<file path="config.mk">
export PLATFORM = sky130hd
export DESIGN_NAME = dm_port_arbiter
export DESIGN_NICKNAME = d
export VERILOG_FILES = /design/src/rtl/dm_port_arbiter.sv
export SDC_FILE = /design/constraint.sdc
export NUM_CORES = 1
export LEC_CHECK = 0
export CORE_ASPECT_RATIO = 0.9
export CORE_MARGIN = 3
export CORE_UTILIZATION = 25
export CTS_CLUSTER_DIAMETER = 30
export DETAILED_ROUTE_END_ITERATION = 8
export PLACE_DENSITY = 0.51
export SETUP_SLACK_MARGIN = 0.4
export SYNTH_ARGS = -nofsm -noshare
export SYNTH_HDL_FRONTEND = slang
export SYNTH_SLANG_ARGS = --single-unit
</file>
<file path="constraint.sdc">
create_clock -name clk -period 2.4 [get_ports clk]
set_input_delay 0.36 -clock clk [delete_from_list [all_inputs] [get_ports clk]]
set_output_delay 0.36 -clock clk [all_outputs]
set_load 0.005 [all_outputs]
</file>
<file path="src/rtl/dm_port_arbiter.sv">
// dm_port_arbiter: shares one single-port data RAM between the CPU (m0) and a DMA/debug loader (m1)
module dm_port_arbiter #(
  parameter int DEPTH_WORDS = 4096,
  parameter int READ_LAT = 1,
  parameter int PRIO_M0 = 0
) (
  input  logic        clk,
  input  logic        reset,
  input  logic        req_0,
  input  logic        req_1,
  input  logic        we_0,
  input  logic        we_1,
  input  logic [31:0] addr_0,
  input  logic [31:0] addr_1,
  input  logic [31:0] wdata_0,
  input  logic [31:0] wdata_1,
  input  logic [3:0]  be_0,
  input  logic [3:0]  be_1,
  output logic        gnt_0,
  output logic        gnt_1,
  output logic        rvalid_0,
  output logic        rvalid_1,
  output logic [31:0] rdata,
  output logic        err,
  output logic        busy,
  output logic        mem_en,
  output logic        mem_we,
  output logic [29:0] mem_addr,
  output logic [31:0] mem_wdata,
  output logic [3:0]  mem_be,
  input  logic [31:0] mem_rdata
);
  typedef enum logic [1:0] {IDLE, ACCESS, WAIT, RESP} state_t;
  localparam logic [32:0] LIMIT = 33'(DEPTH_WORDS) << 2;
  state_t state;
  logic last, win, l_we, l_inr;
  logic [3:0] cnt;
  logic pick_1, sel_inr;
  logic [31:0] sel_addr;
  // winner selection: a lone requester always wins, a tie goes to priority or to the master not served last
  always_comb begin
    pick_1 = req_1 && (!req_0 || (PRIO_M0 == 0 && !last));
    sel_addr = pick_1 ? addr_1 : addr_0;
    sel_inr = {1'b0, sel_addr} < LIMIT;
  end
  // transaction sequencer; every output is a register loaded on the transition into the state that shows it
  always_ff @(posedge clk or negedge reset) begin
    if (!reset) begin
      state <= IDLE;
      last <= 1'b1;
      win <= 1'b0;
      l_we <= 1'b0;
      l_inr <= 1'b0;
      cnt <= '0;
      gnt_0 <= 1'b0;
      gnt_1 <= 1'b0;
      rvalid_0 <= 1'b0;
      rvalid_1 <= 1'b0;
      rdata <= '0;
      err <= 1'b0;
      busy <= 1'b0;
      mem_en <= 1'b0;
      mem_we <= 1'b0;
      mem_addr <= '0;
      mem_wdata <= '0;
      mem_be <= '0;
    end else begin
      case (state)
        IDLE: if (req_0 || req_1) begin
          state <= ACCESS;
          busy <= 1'b1;
          last <= pick_1;
          win <= pick_1;
          l_we <= pick_1 ? we_1 : we_0;
          l_inr <= sel_inr;
          gnt_0 <= !pick_1;
          gnt_1 <= pick_1;
          mem_en <= sel_inr;
          mem_we <= sel_inr && (pick_1 ? we_1 : we_0);
          mem_addr <= sel_addr[31:2];
          mem_wdata <= pick_1 ? wdata_1 : wdata_0;
          mem_be <= pick_1 ? be_1 : be_0;
        end
        ACCESS: begin
          gnt_0 <= 1'b0;
          gnt_1 <= 1'b0;
          mem_en <= 1'b0;
          mem_we <= 1'b0;
          cnt <= 4'(READ_LAT);
          state <= l_inr ? WAIT : RESP;
          if (!l_inr) begin
            rvalid_0 <= !win;
            rvalid_1 <= win;
            err <= 1'b1;
            rdata <= '0;
          end
        end
        WAIT: begin
          cnt <= cnt - 4'd1;
          if (cnt == 4'd1) begin
            state <= RESP;
            rvalid_0 <= !win;
            rvalid_1 <= win;
            rdata <= l_we ? '0 : mem_rdata;
          end
        end
        RESP: begin
          state <= IDLE;
          busy <= 1'b0;
          rvalid_0 <= 1'b0;
          rvalid_1 <= 1'b0;
          rdata <= '0;
          err <= 1'b0;
        end
        default: state <= IDLE;
      endcase
    end
  end
endmodule

</file>
==> metrics.csv <==
metric;value;unit
ys_types;37;
worst-path-stages;5;
die_h;144;um
yosysWarnings;0;
reg2reg_slack;0.51;ns
num_vias;4790;
io_pins;280;
grt_max_degree;73;
setup_viol;0;
hold_start;mem_addr[5];
cts_buffers;17;
maxCapViolCount;0;
pre_cts_ws;0.0773;ns
cts-root-buf;clkbuf_16;
critPathLaunchType;primary input;
path_common_cell;or4_1;
core;20400;um^2
rsz0062_at_grt;yes;
worst_slack;0.498;ns
syn_area;5270;um^2
antenna_found_initial;0;
cts_tree;yes;
ant_nets;0;
grt_pass1_vias;5172;
grt_pass1_wl;28200;um
p_per_area;1110;nW/um^2
status;finished, final reports clean;
synth_nets;713;
relSlewSlack;0.584;
dr.pass1.iters;4;
seq_area_frac_synth;0.551;
postSynth.topFlopCell;dfrtp_1;
gp_congestion;0.859;
synth-edff-count;0;
max_freq;526;MHz
layout.nets;989;
peakVddDrop;0.000428;V
period_needed;1.90;ns
cts.sinks;116;
grt_overflow_total;0;
antenna_cells;0;
critPathTopFamily;simple AND/OR/NAND/NOR gates;
worstSetupPathType;in2reg;
worstPathCellList;clkdlybuf4s50_1 -> or4_1 -> or4_1 -> a22oi_2 -> a32o_1;
clock_latency;0.40;ns
utilization;0.445;
whs_endpoint;mem_addr[5];
num-fill-cells;1925;
drt_iter0_markers;213;
cts_max_level;4;
viasPerCell;4.35;
rows;49;
skew;0.00805;ns
path_max_fanout;3;
max_stage_delay;0.52;ns
worst_r2r_path_depth;6;
syn-instance-count;532;
hold_viol_final;0;
wl;17800;um
final_max_slew_viol_count;0;
drive_gt1_frac;0.0683;
r2r-start;cnt[1];
clockBufferDepth;2;
die_area;22900;um^2
cp-end-kind;flip-flop;
hold_path.class;reg2reg;
initial_core_util;0.259;
wire_per_inst;16.2;um
leakagePower;3.82;nW
arrival;2.24;ns
cp_slowest_cell;or4_1;
io_buffers;275;
syn_to_final_growth;71.8;%
dp_hpwl;13700;um
ys_ff_latch;116;
rr_endpoint;rdata[30];
fin_crit_sh;0.792;
synthArstFlopShare;1.00;
clk_pin_slew;0.06;ns
setup_tns;0;ns
tightest_slew;0.622;ns
die_w;159;um
synth_area_per_cell;9.91;um^2
critical_path.n_buffers_inverters;1;
track_usage;0.156;
hold_depth;2;
critPathRequiredTime;2.74;ns
drc;0;
==> placed cells by master, fill, tap and decap left out, types with 2 or more instances in the layout <==
cell type,count
nor2_1,5
nand3b_1,2
nor4_1,7
a22oi_1,2
clkinv_4,2
mux2_2,3
or4_1,2
buf_4,10
clkinvlp_4,4
nand2_1,140
a21oi_1,3
a22o_1,4
clkbuf_16,18
ha_1,7
bufinv_16,3
clkdlybuf4s50_1,274
inv_1,10
o21ai_0,104
clkinv_2,2
dfrtp_1,115
mux2i_1,67
nand2b_1,2
buf_12,6
nand3_1,3
o21ai_1,5
==> registers in the layout, summed over array words and instances, names as in the netlist <==
register / cells
cnt: 4
gnt_0: 1
rvalid_1: 1
busy: 1
win: 1
last: 1
gnt_1: 1
state: 2
l_we: 1
mem_wdata: 32
mem_we: 1
err: 1
l_inr: 1
mem_en: 1
mem_be: 4
mem_addr: 30
rvalid_0: 1
rdata: 32
==> worst max path at each step <==
| stage | slack, ns | startpoint | end |
|---|---|---|---|
| floorplan | 0.57 | cnt[1] | rdata[17] |
| global placement | 0.10 | addr_0[17] | mem_we |
| detailed placement | 0.08 | req_1 | mem_we |
| CTS | 0.48 | cnt[1] | rdata[27] |
| global route | 0.40 | cnt[1] | rdata[3] |
| finish | 0.50 | addr_0[17] | mem_we |
==> synth_stat cells (2+ instances only) <==
master | n | area share
inv_1 | 10 | 0.0071
ha_1 | 7 | 0.017
dfrtp_1 | 115 | 0.55
a21oi_1 | 3 | 0.0028
buf_6 | 2 | 0.0043
mux2i_1 | 67 | 0.13
or4_1 | 2 | 0.0028
o21ai_0 | 107 | 0.10
nand2b_1 | 2 | 0.0024
nor2_1 | 5 | 0.0036
nor4_1 | 7 | 0.0083
clkbuf_1 | 19 | 0.014
buf_4 | 2 | 0.0028
nand3b_1 | 2 | 0.0028
buf_1 | 4 | 0.0028
a22oi_1 | 2 | 0.0028
a22o_1 | 4 | 0.0066
buf_2 | 8 | 0.0076
o21ai_1 | 3 | 0.0028
nand2_1 | 140 | 0.10
mux2_2 | 3 | 0.0064
nand3_1 | 3 | 0.0028
==> kinds of logic (layout without fill, tap and decap cells) <==
group	Yosys count	after routing	share of synthesized area
AND/OR/NAND/NOR	166	166	0.129
buffers and inverters	45	333	0.0382
AO/OA/AOI/OAI	128	128	0.131
flip-flops	116	116	0.551
multiplexers	70	70	0.134
adder cells (fa/ha/maj)	7	7	0.0166
==> layer usage <==
layer / GRT usage / wire length, um / share of wire / vias to the layer above
li1: - / - / - / 2376
met1: 0.181 / 7270 / 0.41 / 2193
met2: 0.258 / 8350 / 0.47 / 208
met3: 0.0772 / 1970 / 0.11 / 13
met4: 0.0461 / 246 / 0.014 / 0
met5: 0 / 0 / 0 / -
==> per-stage QoR <==
step / total power [mW] / hold WS (ns) / instances / cell area (um^2)
after floorplan: 4.96 / 0.0644 / 532 / 5270
after global placement: 7.37 / 0.363 / 1067 / 8420
after detailed placement: 7.45 / 0.375 / 1067 / 8420
after CTS: 10.1 / 0.483 / 1099 / 9030
after global routing: 10.8 / 0.496 / 1100 / 9060
final: 10.0 / 0.476 / 1100 / 9060
==> cell type report <==
cell class,count,area (um^2),area share
clock inverter,12,156,0.0173
multi-input combinational,371,2190,0.242
inverter,10,37.5,0.00414
clock buffer,19,443,0.0489
tap,280,350,0.0387
sequential,116,2900,0.321
timing repair buffer,292,2970,0.328
==> worst min-delay path: cells and delay by family, from the launching register on <==
| kind | cells | cell delay [ns] |
|---|---|---|
| flip-flops | 1 | 0.34 |
| AO/OA/AOI/OAI | 1 | 0.06 |
| AND/OR/NAND/NOR | 1 | 0.04 |
==> what timing repair did <==
action                                  in CTS  in global routing
endpoints found under the setup margin       0                 24
setup buffers                                0                  0
resized for setup                            0                  3
endpoints found under the hold margin       34                  0
hold buffers                                 1                  0
==> power by group <==
part           switching, mW  internal [mW]  leakage (nW)
Clock                  0.924           1.66         0.281
Sequential             0.468           2.77          1.48
Combinational           1.91           2.29          2.06
Total                   3.30           6.72          3.82
Power figures use the tool's default switching activity.
